[src/rtl/serial_add_ctrl_if.sv]
// serial_add_ctrl_if: request/response bundle between a requesting datapath
// and the bit-serial adder controller.
//   start/op_a/op_b/cin : request side, driven by the requester (master)
//   busy/done/result/cout: response side, driven by the controller (slave)
//   ovf                  : signed overflow, only when SERIAL_ADD_OVF_EN is defined
interface serial_add_ctrl_if #(
    parameter int unsigned WIDTH = 8
);
    logic             start;
    logic [WIDTH-1:0] op_a;
    logic [WIDTH-1:0] op_b;
    logic             cin;
    logic             busy;
    logic             done;
    logic [WIDTH-1:0] result;
    logic             cout;
`ifdef SERIAL_ADD_OVF_EN
    logic             ovf;

    modport master (output start, op_a, op_b, cin,
                    input  busy, done, result, cout, ovf);
    modport slave  (input  start, op_a, op_b, cin,
                    output busy, done, result, cout, ovf);
`else
    modport master (output start, op_a, op_b, cin,
                    input  busy, done, result, cout);
    modport slave  (input  start, op_a, op_b, cin,
                    output busy, done, result, cout);
`endif
endinterface

[src/rtl/serial_add_ctrl.sv]
// serial_add_ctrl: bit-serial WIDTH-bit adder. One shared full_addd cell is
// stepped LSB first, one bit per clock, with a registered carry loop.
// Ports:
//   clk   : rising-edge clock
//   rst   : synchronous reset, active-high (wins over start)
//   bus   : serial_add_ctrl_if.slave -- start/op_a/op_b/cin in,
//           busy/done/result/cout (and ovf) out, all outputs registered
// Optional feature: define SERIAL_ADD_OVF_EN to add the two's-complement
// overflow output bus.ovf, held alongside result.

// Single-bit full adder cell shared across all bit positions.
module full_addd (
    input  logic a,
    input  logic b,
    input  logic c,
    output logic sum,
    output logic carry
);
    assign sum   = a ^ b ^ c;
    assign carry = (a & b) | (c & (a ^ b));
endmodule

module serial_add_ctrl #(
    parameter int unsigned WIDTH = 8
) (
    input  logic                  clk,
    input  logic                  rst,
    serial_add_ctrl_if.slave      bus
);
    localparam int unsigned CNT_W = $clog2(WIDTH);
    localparam logic [CNT_W-1:0] LAST_BIT = CNT_W'(WIDTH - 1);

    typedef enum logic [1:0] {
        IDLE = 2'd0,
        RUN  = 2'd1,
        DONE = 2'd2
    } state_t;

    state_t             state_q, state_d;
    logic [WIDTH-1:0]   a_q, a_d;
    logic [WIDTH-1:0]   b_q, b_d;
    // Holds the WIDTH-1 sum bits collected so far; the last bit comes
    // straight from the adder on the completion cycle.
    logic [WIDTH-2:0]   s_q, s_d;
    logic               c_q, c_d;
    logic [CNT_W-1:0]   cnt_q, cnt_d;
    logic [WIDTH-1:0]   result_q, result_d;
    logic               cout_q, cout_d;
    logic               busy_q, busy_d;
    logic               done_q, done_d;
`ifdef SERIAL_ADD_OVF_EN
    logic               ovf_q, ovf_d;
`endif

    logic               fa_sum;
    logic               fa_carry;
    logic [WIDTH-1:0]   sum_full;

    full_addd u_fa (
        .a     (a_q[0]),
        .b     (b_q[0]),
        .c     (c_q),
        .sum   (fa_sum),
        .carry (fa_carry)
    );

    // Sum register after this cycle's bit enters at the MSB.
    assign sum_full = {fa_sum, s_q};

    // Next-state and datapath next values.
    always_comb begin
        state_d  = state_q;
        a_d      = a_q;
        b_d      = b_q;
        s_d      = s_q;
        c_d      = c_q;
        cnt_d    = cnt_q;
        result_d = result_q;
        cout_d   = cout_q;
`ifdef SERIAL_ADD_OVF_EN
        ovf_d    = ovf_q;
`endif
        case (state_q)
            IDLE: begin
                if (bus.start) begin
                    a_d     = bus.op_a;
                    b_d     = bus.op_b;
                    c_d     = bus.cin;
                    cnt_d   = '0;
                    s_d     = '0;
                    state_d = RUN;
                end
            end
            RUN: begin
                a_d   = a_q >> 1;
                b_d   = b_q >> 1;
                s_d   = sum_full[WIDTH-1:1];
                c_d   = fa_carry;
                cnt_d = cnt_q + CNT_W'(1);
                if (cnt_q == LAST_BIT) begin
                    result_d = sum_full;
                    cout_d   = fa_carry;
`ifdef SERIAL_ADD_OVF_EN
                    // c_q is the carry into the MSB on this cycle.
                    ovf_d    = c_q ^ fa_carry;
`endif
                    state_d  = DONE;
                end
            end
            DONE: begin
                state_d = IDLE;
            end
            default: begin
                state_d = IDLE;
            end
        endcase
        busy_d = (state_d != IDLE);
        done_d = (state_d == DONE);
    end

    // State and datapath registers.
    always_ff @(posedge clk) begin
        if (rst) begin
            state_q  <= IDLE;
            a_q      <= '0;
            b_q      <= '0;
            s_q      <= '0;
            c_q      <= 1'b0;
            cnt_q    <= '0;
            result_q <= '0;
            cout_q   <= 1'b0;
            busy_q   <= 1'b0;
            done_q   <= 1'b0;
`ifdef SERIAL_ADD_OVF_EN
            ovf_q    <= 1'b0;
`endif
        end else begin
            state_q  <= state_d;
            a_q      <= a_d;
            b_q      <= b_d;
            s_q      <= s_d;
            c_q      <= c_d;
            cnt_q    <= cnt_d;
            result_q <= result_d;
            cout_q   <= cout_d;
            busy_q   <= busy_d;
            done_q   <= done_d;
`ifdef SERIAL_ADD_OVF_EN
            ovf_q    <= ovf_d;
`endif
        end
    end

    assign bus.busy   = busy_q;
    assign bus.done   = done_q;
    assign bus.result = result_q;
    assign bus.cout   = cout_q;
`ifdef SERIAL_ADD_OVF_EN
    assign bus.ovf    = ovf_q;
`endif

endmodule
[src/flat_wrapper.sv]
// flat-port wrapper written by rule: the top's interface ports become plain ports
module serial_add_ctrl_flat 
#(
    parameter int unsigned WIDTH = 8
)
  (clk, rst, bus_start, bus_op_a, bus_op_b, bus_cin, bus_busy, bus_done, bus_result, bus_cout);
  serial_add_ctrl_if #(.WIDTH(WIDTH)) bus_i ();
  input  logic clk;
  input  logic rst;
  input wire logic [$bits(bus_i.start)-1:0] bus_start;
  input wire logic [$bits(bus_i.op_a)-1:0] bus_op_a;
  input wire logic [$bits(bus_i.op_b)-1:0] bus_op_b;
  input wire logic [$bits(bus_i.cin)-1:0] bus_cin;
  output wire logic [$bits(bus_i.busy)-1:0] bus_busy;
  output wire logic [$bits(bus_i.done)-1:0] bus_done;
  output wire logic [$bits(bus_i.result)-1:0] bus_result;
  output wire logic [$bits(bus_i.cout)-1:0] bus_cout;
  assign bus_i.start = bus_start;
  assign bus_i.op_a = bus_op_a;
  assign bus_i.op_b = bus_op_b;
  assign bus_i.cin = bus_cin;
  assign bus_busy = bus_i.busy;
  assign bus_done = bus_i.done;
  assign bus_result = bus_i.result;
  assign bus_cout = bus_i.cout;
  serial_add_ctrl #(.WIDTH(WIDTH)) u_core (.clk(clk), .rst(rst), .bus(bus_i));
endmodule
[config.mk]
export PLATFORM = sky130hd
export DESIGN_NAME = serial_add_ctrl_flat
export DESIGN_NICKNAME = d
export VERILOG_FILES = /design/src/rtl/serial_add_ctrl_if.sv /design/src/rtl/serial_add_ctrl.sv /design/src/flat_wrapper.sv
export SDC_FILE = /design/constraint.sdc
export NUM_CORES = 1
export LEC_CHECK = 0
export ABC_AREA = 1
export CAP_MARGIN = 20
export CELL_PAD_IN_SITES_DETAIL_PLACEMENT = 1
export CELL_PAD_IN_SITES_GLOBAL_PLACEMENT = 1
export CORE_MARGIN = 1.5
export CORE_UTILIZATION = 31
export DETAILED_ROUTE_END_ITERATION = 12
export PLACE_DENSITY_LB_ADDON = 0.1
export SYNTH_ARGS = -nofsm -noshare
export SYNTH_HDL_FRONTEND = slang
export SYNTH_HIERARCHICAL = 1
export SYNTH_SLANG_ARGS = --single-unit
[constraint.sdc]
create_clock -name clk -period 1.35 [get_ports clk]
set_input_delay 0.3375 -clock clk [delete_from_list [all_inputs] [get_ports clk]]
set_output_delay 0.3375 -clock clk [all_outputs]
set_load 0.02 [all_outputs]
==> results.md <==
- Clock Tree Buf Depth: 2
- H-tree depth: 2
- Layout cells sized above 1: 11.9%
- DIE AREA: 0.00588 mm²
- 1st-iter DRT viols: 42
- Met2 routed WL: 1730 µm
- Max cap viols: 0
- Fin nets: 300
- CP Class: register to output port
- Post-DP Area: 0.00210 mm²
- # setup viols final: 0
- Synth async-reset ratio: 0%
- Final worst slack: 0.0368 ns
- Worst hold path type: register to register
- Syn Area/Cell: 7.13 µm²
- WL met1: between 2000 and 2500 µm
- Antenna diodes: 0
- Largest stage delay, worst path: 0.34 ns
- Area of the mapped netlist: 0.00168 mm²
- Switching share of power: 22.4%
- Gr usage total: between 10% and 20%
- Vias in the first global route: around 1,600
- Top cells by count, synth: nand2_1, dfxtp_1, nor2_1
- Fmax: 0.761 GHz
- Clock-pin slew on the worst setup and hold paths: 0.08 ns
- Combinational share of power: 10.7%
- Post-synth EDFFs: 0
- Clock skew: 0.00704 ns
- Cell with the most instances after synthesis: nand2_1
- Routed Antenna Nets: 0
- GRT Residual Overflow: 0
- Yosys warnings: 6
- Max VDD drop: 0.690 mV
- Hpwl dp: 2840 µm
- Fin area: about 0.0022 mm²
- Remaining DRCs: 0
- Row count: 26
- Post-synthesis sequential area ratio: 47.6%
- Internal Power: around 0.0021 W
- Initial antenna violation count: 0
- Storage cell area: 805 µm²
- Crit path max fanout: 2
- CTS tree: built
- Port Buffers: 30
- Main synth FF type: dfxtp_1
- CTS sink cnt: 40
- CP delay by family, top: flip-flops
- Cts hold-fix bufs: 0
- Fill count: 676
- Largest net degree at the start of global routing: 18
- Arrival time worst endpoint: 0.98 ns
- Worst setup EP type: output port
- CP required: ~1.0 ns
- Pre-CTS setup slack: -0.204 ns
- Leakage dissipation: 1.04 nW
- Clk pwr share: approximately 43%
- Slowest cell on the critical path: dfxtp_1
- Core area: 0.00517 mm²
- Tightest Pin Transition: 0.410 ns
- Area leader, netlist: dfxtp_1
- Synth Register Bits: 40
- Part of the power in registers: a little under half
- Period utilization: 97.3%
- Max-slew violation count: 0
- Yosys cell types: 20
- 1st-pass router iterations: 4
- Final hold vios: 0
- NetSw: 0.000601 W
- Unrepaired setup endpoints after global routing: true
- Root Driver: clkbuf_8
- Dominant cells by area after synthesis: dfxtp_1, nand2_1, nor2_1
- CTS Buf Count: 5
- Clock Latency Late Sink: 0.29 ns
- PwrDens: 1190 mW/mm²
- Die Span Y: 76.7 µm
- Top cell type's share of synthesized area: 47.6%
- Initial Util: 32.5%
- Outcome: finished, final reports clean
- Buffers and inverters on the worst path: 1
- Routed wire length: around 4000 µm
- Via-to-Cell Ratio: 4.55
- Startpoint Class: register
- Fin crit period: between 1 and 1.5 ns
- Vias: 1,578
- Metal3 WL: 148 µm
- Area delta synth->final: 33.7%
- Die X: roughly 77 µm
- Syn nets: 259
- Max-slew headroom: 72.6%
- Worst hold margin: 0.466 ns
- DR WL/cell: 11.5 µm
- Routability-driven placement congestion ratio: 0.712
- I/O pin cnt: 31
- First-pass GRT wire length: 7110 µm
- CP Cell Sequence: dlygate4sd2_1
- Synth Instances: 236
- Multi-input gate area: between 700 and 800 µm²
- Top Metal Used: met4
==> layer usage <==
| layer | vias up | track usage [%] |
|---|---|---|
| li1 | 812 | - |
| met1 | 736 | 19.3 |
| met2 | 23 | 24.4 |
| met3 | 7 | 4.29 |
| met4 | 0 | 7.78 |
| met5 | - | 0 |
==> through the flow <==
step | setup TNS [ns] | util (%) | instances | power (W)
final | 0 | 43.5 | 347 | 0.00269
after global routing | -0.0884 | 43.5 | 347 | 0.00283
after CTS | 0 | 43.1 | 347 | 0.00272
after detailed placement | -4.40 | 40.6 | 339 | 0.00157
after global placement | -3.71 | 40.6 | 339 | 0.00157
after floorplan | 0 | - | 236 | 0.00144
==> what timing repair did <==
item | CTS | global route
gates resized for setup | 15 | 9
pin swaps | 1 | 1
endpoints found under the setup margin | 24 | 21
setup buffers | 1 | 0
gates cloned | 0 | 0
==> registers in the layout, indices dropped and copies added (netlist names) <==
name / flops
u_core/bus.cout: 1
u_core/s_q: 7
u_core/cnt_q: 3
u_core/a_q: 8
u_core/bus.done: 1
u_core/state_q: 2
u_core/bus.busy: 1
u_core/bus.result: 8
u_core/c_q: 1
u_core/b_q: 8
==> power groups by stage <==
stage	clock (W)	combinational, W	sequential, W
2_1_floorplan	0	0.000169	0.00127
3_3_place_gp	0	0.000287	0.00128
3_5_place_dp	0	0.000291	0.00128
4_1_cts	0.00118	0.000291	0.00125
5_1_grt	0.00124	0.000327	0.00126
6_report	0.00115	0.000287	0.00125
==> cells by family after synthesis <==
kind of cell             count (synthesis)  share of synthesized area [%]
AO/OA/AOI/OAI                           25                           7.44
buffers and inverters                   37                           9.52
AND/OR/NAND/NOR                        131                           32.7
adder cells (fa/ha/maj)                  3                           2.68
flip-flops                              40                           47.6
==> final timing paths <==
check                           cells after the start  slack (ns)                 start                    to
worst min register to register                      2        0.47         u_core/s_q[4]  u_core/bus.result[4]
worst min-delay path                                2        0.47         u_core/s_q[4]  u_core/bus.result[4]
worst max-delay path                                1        0.04  u_core/bus.result[0]         bus_result[0]
worst max register to register                      8        0.09       u_core/cnt_q[0]  u_core/bus.result[0]
==> cells in the final DEF (no fill, tap or decap), types with 7 or more instances in the layout <==
cell,Yosys,routed
nor2_1,37,36
nand3_1,25,25
clkdlybuf4s50_1,0,19
nand2_1,64,64
dfxtp_1,40,37
dlygate4sd2_1,0,7
o21ai_1,7,7
buf_4,1,11
a21oi_1,17,17
inv_1,25,25
==> area by class of cell <==
cell class	instances	share of cell area (%)
timing repair buffer	42	17.1
multi-input combinational	159	32.5
sequential	40	35.8
tap	70	3.90
clock inverter	2	2.67
inverter	29	4.95
clock buffer	5	3.06
Note: power is estimated with default switching activity, not from simulation.
